### src/rtl/bit_scan_serializer.sv
// Word-wide bit serializer: captures a WIDTH-bit word and emits it one bit per step
// (ascending or descending scan), or serves single registered random-access bit reads.
module bit_scan_serializer #(
  parameter int WIDTH     = 16,
  parameter int ADDR_W    = 4,
  parameter bit MSB_FIRST = 1'b0
) (
  input  logic              clk,
  input  logic              rst,
  input  logic              load_valid,
  output logic              load_ready,
  input  logic [WIDTH-1:0]  load_data,
  input  logic [ADDR_W:0]   load_len,
  input  logic              step,
  input  logic              rd_en,
  input  logic [ADDR_W-1:0] rd_addr,
  output logic              bit_out,
  output logic              bit_valid,
  output logic [ADDR_W-1:0] bit_addr,
  output logic              addr_err,
  output logic              busy,
  output logic              done
);

  // state  | meaning
  // S_IDLE | word held; accepts loads and direct reads
  // S_RUN  | scanning; one bit per step until the remaining count hits zero
  localparam logic [0:0] S_IDLE = 1'b0;
  localparam logic [0:0] S_RUN  = 1'b1;

  localparam int                DEPTH   = 1 << ADDR_W;
  localparam logic [ADDR_W:0]   LEN_MAX = WIDTH[ADDR_W:0];
  localparam logic [ADDR_W:0]   ONE_L   = 1;
  localparam logic [ADDR_W-1:0] ONE_I   = 1;

  logic [0:0]        state_q;
  logic [WIDTH-1:0]  data_q;
  logic [ADDR_W-1:0] idx_q;
  logic [ADDR_W:0]   rem_q;

  logic [ADDR_W:0]   eff_len;
  logic [ADDR_W:0]   len_m1;
  logic [ADDR_W-1:0] start_idx;
  logic [ADDR_W-1:0] idx_next;
  logic [DEPTH-1:0]  data_pad;
  logic              rd_ok;

  assign load_ready = (state_q == S_IDLE);
  assign busy       = (state_q == S_RUN);

  always_comb begin
    eff_len = load_len;
    if (load_len == '0 || load_len > LEN_MAX) eff_len = LEN_MAX;
    len_m1    = eff_len - ONE_L;
    start_idx = MSB_FIRST ? len_m1[ADDR_W-1:0] : '0;
    idx_next  = MSB_FIRST ? (idx_q - ONE_I) : (idx_q + ONE_I);
    rd_ok     = ({1'b0, rd_addr} < LEN_MAX);
  end

  // Zero-padded copy so any ADDR_W-bit index is in range when WIDTH is not a power of two.
  always_comb begin
    data_pad = '0;
    data_pad[WIDTH-1:0] = data_q;
  end

  always_ff @(posedge clk or posedge rst) begin
    if (rst) begin
      state_q   <= S_IDLE;
      data_q    <= '0;
      idx_q     <= '0;
      rem_q     <= '0;
      bit_out   <= 1'b0;
      bit_addr  <= '0;
      bit_valid <= 1'b0;
      done      <= 1'b0;
      addr_err  <= 1'b0;
    end else begin
      bit_valid <= 1'b0;
      done      <= 1'b0;
      addr_err  <= 1'b0;
      if (state_q == S_IDLE) begin
        if (load_valid) begin
          data_q  <= load_data;
          rem_q   <= eff_len;
          idx_q   <= start_idx;
          state_q <= S_RUN;
        end else if (rd_en) begin
          bit_addr <= rd_addr;
          if (rd_ok) begin
            bit_out   <= data_pad[rd_addr];
            bit_valid <= 1'b1;
          end else begin
            bit_out  <= 1'b0;
            addr_err <= 1'b1;
          end
        end
      end else if (step) begin
        bit_out   <= data_pad[idx_q];
        bit_addr  <= idx_q;
        bit_valid <= 1'b1;
        rem_q     <= rem_q - ONE_L;
        // idx holds on the final bit so it never steps outside 0..WIDTH-1.
        if (rem_q == ONE_L) begin
          done    <= 1'b1;
          state_q <= S_IDLE;
        end else begin
          idx_q <= idx_next;
        end
      end
    end
  end

endmodule

### config.mk
export PLATFORM = sky130hd
export DESIGN_NAME = bit_scan_serializer
export DESIGN_NICKNAME = d
export VERILOG_FILES = /design/src/rtl/bit_scan_serializer.sv
export SDC_FILE = /design/constraint.sdc
export NUM_CORES = 1
export LEC_CHECK = 0
export BUFFER_PORTS_ARGS = -buffer_cell sky130_fd_sc_hd__buf_4
export CAP_MARGIN = 20
export CORE_ASPECT_RATIO = 1.4
export CORE_MARGIN = 5
export CORE_UTILIZATION = 53
export CTS_BUF_LIST = sky130_fd_sc_hd__clkbuf_16
export CTS_CLUSTER_DIAMETER = 100
export DETAILED_ROUTE_END_ITERATION = 8
export GPL_TIMING_DRIVEN = 0
export PLACE_DENSITY = 0.78
export SYNTH_ARGS = -nofsm -noshare
export SYNTH_HDL_FRONTEND = slang
export SYNTH_SLANG_ARGS = --single-unit
export TNS_END_PERCENT = 100
### constraint.sdc
create_clock -name clk -period 2.3 [get_ports clk]
set_clock_uncertainty 0.15 [all_clocks]
set_input_delay 0.23 -clock clk [delete_from_list [all_inputs] [get_ports clk]]
set_output_delay 0.23 -clock clk [all_outputs]
set_load 0.05 [all_outputs]
==> run metrics <==
status finished clean; Final setup viols 0; fin area 2300 sq um; Post-Synthesis Cells 160; DRT Pass-1 Iters 4; first-pass GRT wire length 6690 um; DP Wirelength 3130 um; Worst setup EP type primary output; maxcap violations 0; Resized Gates After CTS 0; Fin Setup TNS 0 ns; DR iter-0 viols 22; drt total wl 4050 um; sequential area share after synthesis 0.456; clock sink count 33; # hold bufs at CTS 1; GR Overflow Total 0; die height 79.2 um; CTS tree yes; initial antenna violation count 0; Final Max Slew Viols 0; Yosys cell types 33; Final Wtd Congestion 0.860; Final nets 239; Worst IR Drop VDD 0.000981 V; Hold Vio Cnt, Final 0; P&R area growth vs syn 27.1%; die width 59.4 um; Worst Path Arrival 1.55 ns; worst setup path category reg2out; Final Non-Filler Cells 245; number of global-route vias before repair 1457; Tot GR Track Use 0.191; dominant synthesized flop cell dfrtp_1; ys async rst share 1.00; routed length per instance 16.5 um; final period utilization 0.837; Antenna Cells 0; synth warn 0; RSZ-0062 raised after global routing false; H-tree depth 2; crit path launch type flop; clock tree buffer depth 2; via/cell ratio 5.63; total number of placement rows 25; Antenna Violating Nets Remaining 0; Tightest Pin Transition 0.683 ns; Req. time, crit path 1.92 ns; Num CTS Buffers 5; Buffers on Ports 36; Pleak 0.00108 uW; relative slew slack 0.544; fmax 519 MHz; largest net degree at the start of global routing 19; die area 4700 sq um; pwr dens 1250 nW/um^2; Post-Syn Area 1810 sq um; Post-DP Area 2160 sq um; Boundary Pins 40; Clk Latency, worst-skew pair 0.27 ns; synthesized area per cell 11.3 sq um; Hold Path Class in2reg; min Tclk post-route 1.93 ns; CP max FO 10; share of post-route cells with drive strength above 1 0.332; Clock Tree Root clkbuf_16; vias 1379; placed cells 237; post-CTS setup buffers 0; number of flops mapped to enable cells by yosys 0; Net Count, Synth 194; area of the core 3350 sq um; Post-route DRC 0; register bit count reported by yosys 33; Initial Util 0.541; clk slew on worst S/H paths 0.05 ns
==> worst max-delay path, stage by stage (launching register included) <==
cell and delay (ns):
dfrtp_1 0.45, buf_6 0.19, clkbuf_1 0.35, inv_1 0.08, buf_4 0.20
==> cells in the mapped netlist, types with 2 or more instances <==
cell / count / share of area
nor3_1: 2 / 0.0055
xnor2_1: 4 / 0.019
mux2_2: 17 / 0.11
buf_6: 2 / 0.012
mux2i_1: 15 / 0.083
nand2_1: 13 / 0.027
dfrtp_1: 33 / 0.46
a21oi_1: 5 / 0.014
mux4_2: 4 / 0.050
nand2b_1: 2 / 0.0069
nor2b_1: 7 / 0.024
ha_1: 4 / 0.028
clkbuf_1: 5 / 0.010
inv_1: 7 / 0.015
nor2_1: 8 / 0.017
a311oi_1: 4 / 0.019
xor2_1: 2 / 0.0097
nor4b_1: 3 / 0.015
nor3b_1: 2 / 0.0083
o21ai_0: 8 / 0.022
==> layout make-up <==
cell class / count / area [sq um]
Tap cell: 40 / 50.0
Multi-Input combinational cell: 110 / 902
Inverter: 7 / 26.3
Clock inverter: 2 / 7.51
Timing Repair Buffer: 38 / 308
Fill cell: 277 / 1040
Buffer: 10 / 57.6
Clock buffer: 5 / 125
Sequential cell: 33 / 826
==> metal layers <==
metal / up-vias / global-route usage / routed length (um)
met4: 0 / 0.0862 / 84
met5: - / 0 / 0
met2: 45 / 0.352 / 2290
li1: 654 / - / -
met1: 670 / 0.191 / 1390
met3: 10 / 0.0504 / 284
==> sequential cells by signal (all words and copies together), names as in the netlist <==
name,count
rem_q,5
data_pad,16
bit_valid,1
done,1
bit_addr,4
bit_out,1
busy,1
idx_q,4
==> through the flow <==
step	setup slack [ns]	util	power [uW]	hold WS (ns)
finish	0.374	0.688	2870	0.0385
global route	0.279	0.688	3050	0.0380
CTS	0.366	0.688	2900	0.0363
detailed placement	0.382	0.645	2280	0.226
global placement	0.417	0.637	2200	0.314
floorplan	0.500	-	1930	0.209
==> logic make-up after synthesis <==
| logic type | count (synthesis) | synth area share |
|---|---|---|
| fa+ha+maj | 4 | 0.0276 |
| mux | 36 | 0.238 |
| flops | 33 | 0.456 |
| other cells | 1 | 0.00207 |
| compound gates | 22 | 0.0815 |
| xor+xnor | 6 | 0.0290 |
| buf+inv | 17 | 0.0463 |
| simple gates | 41 | 0.119 |
==> layout by cell type, fill, tap and decap left out, drive strengths merged <==
master,instances
nor3b,2
nand2,13
a21oi,5
a311oi,4
buf,42
inv,8
clkbuf,10
o21ai,8
o41ai,1
xnor2,4
nor2b,7
o221ai,1
nand3b,1
ha,4
dfrtp,33
mux4,4
o2bb2ai,1
a21boi,1
clkinv,1
mux2i,15
or4,1
nand3,1
nor4b,3
xor2,2
mux2,17
conb,1
nor4bb,1
nor3,2
dlygate4sd3,1
nand2b,2
nor2,8
o22ai,1
==> power breakdown <==
part | switching [uW] | leakage [uW] | internal, uW
registers | 261 | 0.000399 | 850
clock network | 213 | 0.0000685 | 385
logic | 577 | 0.000617 | 581
==> worst paths after layout <==
path,slack (ns),cells after the start,to,from
max,0.37,4,load_ready,busy
min,0.04,2,data_pad[13],load_data[13]
max reg2reg,0.40,5,bit_out,idx_q[0]
min reg2reg,0.34,2,bit_addr[1],bit_addr[1]
max in group asynchronous,1.00,4,data_pad[2],rst
min in group asynchronous,0.48,3,rem_q[0],rst
(Power assumes the default switching activity.)
